`src/rtl/nitc_risc24_pkg.sv`:
```
// Shared definitions for the NITC-RISC24 control path: opcodes, FSM states
// and the datapath mux / ALU encodings driven by the control unit.
package nitc_risc24_pkg;

  localparam logic [3:0] OP_ADD  = 4'h0;
  localparam logic [3:0] OP_SUB  = 4'h1;
  localparam logic [3:0] OP_NAND = 4'h2;
  localparam logic [3:0] OP_ADI  = 4'h3;
  localparam logic [3:0] OP_LW   = 4'h4;
  localparam logic [3:0] OP_SW   = 4'h5;
  localparam logic [3:0] OP_BEQ  = 4'h6;
  localparam logic [3:0] OP_JAL  = 4'h7;
  localparam logic [3:0] OP_JLR  = 4'h8;
  localparam logic [3:0] OP_HLT  = 4'hF;

  typedef enum logic [3:0] {
    S_FETCH    = 4'd0,
    S_DECODE   = 4'd1,
    S_EXEC_R   = 4'd2,
    S_EXEC_I   = 4'd3,
    S_WB_ALU   = 4'd4,
    S_MEM_ADDR = 4'd5,
    S_MEM_RD   = 4'd6,
    S_MEM_WR   = 4'd7,
    S_WB_MEM   = 4'd8,
    S_BRANCH   = 4'd9,
    S_JUMP     = 4'd10,
    S_HALT     = 4'd11
  } state_t;

  localparam logic [1:0] ALU_ADD  = 2'b00;
  localparam logic [1:0] ALU_SUB  = 2'b01;
  localparam logic [1:0] ALU_NAND = 2'b10;

  localparam logic [1:0] SRCB_REGB = 2'b00;
  localparam logic [1:0] SRCB_ONE  = 2'b01;
  localparam logic [1:0] SRCB_IMM  = 2'b10;

  localparam logic [1:0] PC_ALU    = 2'b00;
  localparam logic [1:0] PC_ALUOUT = 2'b01;
  localparam logic [1:0] PC_REGA   = 2'b10;

  localparam logic [1:0] WB_ALUOUT = 2'b00;
  localparam logic [1:0] WB_MDR    = 2'b01;
  localparam logic [1:0] WB_PC     = 2'b10;

endpackage

```
`src/rtl/nitc_risc24_control_unit.sv`:
```
// Multicycle control FSM for NITC-RISC24: one state register plus a purely
// combinational decoder for every datapath enable, strobe and mux select.
module nitc_risc24_control_unit
  import nitc_risc24_pkg::*;
#(
  parameter bit ILLEGAL_HALTS = 1'b0
) (
  input  logic       clk,
  input  logic       reset,
  input  logic [3:0] opcode,
  input  logic       alu_zero,
  input  logic       mem_ready,
  output logic       pc_write,
  output logic       ir_write,
  output logic       reg_write,
  output logic       flag_write,
  output logic       mem_read,
  output logic       mem_write,
  output logic       iord,
  output logic [1:0] pc_src,
  output logic       alu_src_a,
  output logic [1:0] alu_src_b,
  output logic [1:0] alu_op,
  output logic       reg_dst,
  output logic [1:0] wb_src,
  output logic       instr_done,
  output logic       illegal,
  output logic       halted
);

  state_t r_state;
  state_t w_state_next;

  always_ff @(posedge clk or negedge reset) begin
    if (!reset) r_state <= S_FETCH;
    else        r_state <= w_state_next;
  end

  always_comb begin
    w_state_next = r_state;
    pc_write     = 1'b0;
    ir_write     = 1'b0;
    reg_write    = 1'b0;
    flag_write   = 1'b0;
    mem_read     = 1'b0;
    mem_write    = 1'b0;
    iord         = 1'b0;
    pc_src       = PC_ALU;
    alu_src_a    = 1'b0;
    alu_src_b    = SRCB_REGB;
    alu_op       = ALU_ADD;
    reg_dst      = 1'b0;
    wb_src       = WB_ALUOUT;
    instr_done   = 1'b0;
    illegal      = 1'b0;
    halted       = 1'b0;

    case (r_state)
      S_FETCH: begin
        mem_read  = 1'b1;
        alu_src_b = SRCB_ONE;
        ir_write  = mem_ready;
        pc_write  = mem_ready;
        if (mem_ready) w_state_next = S_DECODE;
      end
      // Branch target PC+imm is precomputed here into ALUOut.
      S_DECODE: begin
        alu_src_b = SRCB_IMM;
        case (opcode)
          OP_ADD, OP_SUB, OP_NAND: w_state_next = S_EXEC_R;
          OP_ADI:                  w_state_next = S_EXEC_I;
          OP_LW, OP_SW:            w_state_next = S_MEM_ADDR;
          OP_BEQ:                  w_state_next = S_BRANCH;
          OP_JAL, OP_JLR:          w_state_next = S_JUMP;
          OP_HLT:                  w_state_next = S_HALT;
          default: begin
            illegal      = 1'b1;
            instr_done   = 1'b1;
            w_state_next = ILLEGAL_HALTS ? S_HALT : S_FETCH;
          end
        endcase
      end
      S_EXEC_R: begin
        alu_src_a = 1'b1;
        alu_src_b = SRCB_REGB;
        case (opcode)
          OP_SUB:  alu_op = ALU_SUB;
          OP_NAND: alu_op = ALU_NAND;
          default: alu_op = ALU_ADD;
        endcase
        w_state_next = S_WB_ALU;
      end
      S_EXEC_I: begin
        alu_src_a    = 1'b1;
        alu_src_b    = SRCB_IMM;
        w_state_next = S_WB_ALU;
      end
      S_WB_ALU: begin
        reg_write    = 1'b1;
        flag_write   = 1'b1;
        reg_dst      = (opcode != OP_ADI);
        instr_done   = 1'b1;
        w_state_next = S_FETCH;
      end
      S_MEM_ADDR: begin
        alu_src_a    = 1'b1;
        alu_src_b    = SRCB_IMM;
        w_state_next = (opcode == OP_SW) ? S_MEM_WR : S_MEM_RD;
      end
      S_MEM_RD: begin
        mem_read = 1'b1;
        iord     = 1'b1;
        if (mem_ready) w_state_next = S_WB_MEM;
      end
      S_MEM_WR: begin
        mem_write  = 1'b1;
        iord       = 1'b1;
        instr_done = mem_ready;
        if (mem_ready) w_state_next = S_FETCH;
      end
      S_WB_MEM: begin
        reg_write    = 1'b1;
        wb_src       = WB_MDR;
        instr_done   = 1'b1;
        w_state_next = S_FETCH;
      end
      S_BRANCH: begin
        alu_src_a    = 1'b1;
        alu_src_b    = SRCB_REGB;
        alu_op       = ALU_SUB;
        pc_write     = alu_zero;
        pc_src       = PC_ALUOUT;
        instr_done   = 1'b1;
        w_state_next = S_FETCH;
      end
      // Link register receives the already-incremented PC.
      S_JUMP: begin
        reg_write    = 1'b1;
        wb_src       = WB_PC;
        pc_write     = 1'b1;
        pc_src       = (opcode == OP_JLR) ? PC_REGA : PC_ALUOUT;
        instr_done   = 1'b1;
        w_state_next = S_FETCH;
      end
      S_HALT: begin
        halted = 1'b1;
      end
      default: w_state_next = S_FETCH;
    endcase
  end

endmodule

```
`config.mk`:
```
export PLATFORM = sky130hd
export DESIGN_NAME = nitc_risc24_control_unit
export DESIGN_NICKNAME = d
export VERILOG_FILES = /design/src/rtl/nitc_risc24_pkg.sv /design/src/rtl/nitc_risc24_control_unit.sv
export SDC_FILE = /design/constraint.sdc
export NUM_CORES = 1
export LEC_CHECK = 0
export CAP_MARGIN = 20
export CORE_MARGIN = 5
export CORE_UTILIZATION = 44
export CTS_CLUSTER_SIZE = 28
export DETAILED_ROUTE_END_ITERATION = 10
export PLACE_DENSITY = 0.8
export SLEW_MARGIN = 5
export SYNTH_ARGS = -nofsm -noshare
export SYNTH_HDL_FRONTEND = slang
export SYNTH_SLANG_ARGS = --single-unit
```
`constraint.sdc`:
```
create_clock -name clk -period 2.42 [get_ports clk]
set_input_delay 0.484 -clock clk [delete_from_list [all_inputs] [get_ports clk]]
set_output_delay 0.484 -clock clk [all_outputs]
set_load 0.02 [all_outputs]
```
==> results of run 1 <==
[stage by stage]
stage               hold slack (ps)  cells  setup slack (ps)  area, µm²  TNS [ps]
global route                    447    148              5.20       1030         0
CTS                             449    148             0.183       1030         0
finish                          446    148              95.2       1030         0
floorplan                       188     95               308        632         0
detailed placement              688    145              -365       1010     -1840
global placement                663    145              -356       1010     -1740
[cells in the final DEF, fill, tap and decap left out, types with 2 or more instances in the layout]
master and instances:
nand3_1 3, a32oi_1 2, dlygate4sd2_1 8, inv_1 3, nor2b_1 3, nor4_1 2
nor3_1 5, buf_4 17, dlymetal6s2s_1 4, o21ai_0 4, nand2b_1 4, a21oi_1 5
nand2_1 10, dfrtp_1 4, nor2_1 13, clkdlybuf4s50_1 11, and2_1 2, clkbuf_4 3
clkbuf_2 3
[worst reg2reg max path: stages, from the launching register on]
cell and delay, ps:
dfrtp_1 420, buf_4 200, inv_1 130, nor2_1 70, and2_1 170, a221o_1 350
[cell families after synthesis]
group,share of synthesized area [%]
AO/OA/AOI/OAI,29.7
XOR/XNOR,2.77
buffers and inverters,10.3
flip-flops,15.8
AND/OR/NAND/NOR,41.4
[cell usage after synthesis, types with 2 or more instances]
| library cell | count | area [µm²] |
|---|---|---|
| nor2_1 | 13 | 48.8 |
| a32oi_1 | 2 | 17.5 |
| buf_2 | 7 | 35.0 |
| nand2b_1 | 4 | 25.0 |
| dfrtp_1 | 4 | 100 |
| nor4_1 | 2 | 12.5 |
| inv_1 | 3 | 11.3 |
| clkbuf_1 | 2 | 7.51 |
| nand3_1 | 3 | 15.0 |
| nor2b_1 | 3 | 18.8 |
| a21oi_1 | 5 | 25.0 |
| o21ai_0 | 4 | 20.0 |
| nand2_1 | 10 | 37.5 |
| and2_1 | 2 | 12.5 |
| nor3_1 | 6 | 30.0 |
[metal layers]
metal  wire length [µm]  share of wire (%)  track usage, %  vias up
met5                  0                  0               0        -
met4                 28                1.3            14.5        0
met3                174                8.2            3.76        4
met2               1050                 49            35.9       41
met1                871                 41            26.9      385
li1                   -                  -               -      416
[timing repair]
item	4_1_cts	5_1_grt
hold buffers	0	0
setup endpoints to repair	11	8
endpoints found under the hold margin	0	0
resized for setup	15	10
pin swaps	0	0
[worst paths after layout]
kind | depth (start not counted) | slack [ps] | startpoint | end
hold / removal | 1 | 450 | reset | r_state[3]
setup reg to reg | 5 | 960 | r_state[2] | r_state[1]
max in group asynchronous | 1 | 1810 | reset | r_state[0]
min in group clk | 2 | 690 | mem_ready | r_state[2]
setup / recovery | 4 | 100 | r_state[2] | halted
hold reg to reg | 2 | 700 | r_state[1] | r_state[2]
[area by class of cell]
class                   instances  area [µm²]  area share [%]
inverters                       3        11.3            1.10
multi-input cells              78         472            45.9
repair buffers                 45         403            39.2
clock buffers                   3        22.5            2.19
flip-flops and latches          4         100            9.74
well taps                      15        18.8            1.83
[where the power goes]
part,internal (W),leakage (nW),switching (W)
clock,0.0000554,0.0138,0.0000269
combinational,0.000366,0.461,0.000468
sequential,0.0000913,0.0529,0.0000285
==> summary.txt, run 1 <==
CTS
  – Clk Latency, worst-skew pair: around 240 ps
  – CTS Buf Count: 3
  – Setup Buffers After CTS: 0
  – Maximum clock insertion buffer count: 2
  – H-tree Lvls: 1
  – CTS tree: yes
  – Clock slew at reported path FFs: roughly 40 ps
  – Root buf cell: clkbuf_4
  – CTS sink cnt: 4

Critical path
  – Arrival time at the worst endpoint: between 1500 and 2000 ps
  – Worst path bufs/invs: 2
  – CP peak stage delay: between 600 and 700 ps
  – Cell Chain, Critical Path: nand2b_1, buf_4, nor2_1, clkdlybuf4s50_1
  – CP Max Fanout: 7
  – Worst Setup Start Kind: flip-flop
  – Setup CP Type: flip-flop to output port
  – Critical Path RT: between 1500 and 2000 ps
  – Critical path's slowest cell: clkdlybuf4s50_1
  – Top delay family on crit path: buffers and inverters
  – Setup crit end kind: output port

Synthesis
  – Post-synth EDFFs: 0
  – Ys flop type: dfrtp_1
  – Sequential element share of the synthesized area: between 10% and 20%
  – Mapped Area: ~630 µm²
  – Unique masters post-synth: 40
  – Asr flop ratio synth: between 90% and 100%
  – Syn_nets: between 100 and 150
  – #FFs+latches synth: 4
  – Syn_area_per_cell: ~6.7 µm²
  – YS warnings: 0
  – Synthesized instance count: 95

Route
  – TritonRoute pass-1 iters: 4
  – DRT antenna net count: 0
  – Routed wire per std cell: around 14 µm
  – Routed WL: 2.12 mm
  – Via count: ~850
  – DRC errors left: 0
  – DR iter-0 viols: 26
  – Routed vias/inst: ~5.7

Layout
  – Most flop-heavy register: r_state
  – Biggest regs: r_state x4
  – Layout area overhead: 62.6%
  – ANT cells: 0
  – Fin util: between 70 and 80%
  – Max FFs per register: 4
  – Final #Nets: roughly 140
  – Fillers: 112
  – Ratio of cells with drive above 1 in the final layout: around 22%

Global route
  – First-pass GRT wire length: ~3.6 mm
  – GRT overflow: 0
  – Initial antenna violation count: 0
  – Largest net degree at the start of global routing: 20
  – Vias in the first global route: approximately 800
  – Tot GR Track Use: ~22%

STA
  – Slew headroom: 79.8%
  – Achievable frequency: between 400 and 500 MHz
  – Final setup violation count: 0
  – RSZ-0062 raised after global routing: no
  – Slew @ Worst Pin: just over 300 ps
  – Final hold violation count: 0
  – Crit path time final: approximately 2300 ps
  – Max-slew violation count: 0
  – Final period util: between 90% and 100%
  – Clock Skew: approximately 2 ps

Placement
  – Buffers on Ports: 27
  – HPWL Detailed: around 1.7 mm
  – Routability cong.: around 0.85

Die
  – Row cnt: 13
  – Die height: ~48 µm
  – Area of the core: around 1300 µm²
  – Die area: 2290 µm²
  – Initial core utilization: between 40% and 50%
  – Num ports: 28
  – Die W: ~48 µm

Min path
  – Worst Hold Class: input pin to async pin

Status
  – Outcome: finished clean

Power
  – Worst vdd ir: 0.000646 V
  – Static Leak: 0.528 nW
  – Power density over the cells: around 1000 nW/µm²
  – Pwr Total: between 0.001 and 0.0015 W

Flow run
  – Maxcap violations: 0
(Power assumes the default switching activity.)
==> inputs of run 2 (changes only) <==
- HOLD_SLACK_MARGIN: unset -> 0.1
- SLEW_MARGIN: 5 -> 20
==> results of run 2 <==
Final layout, timing and power as in run 1 (identical DEF).
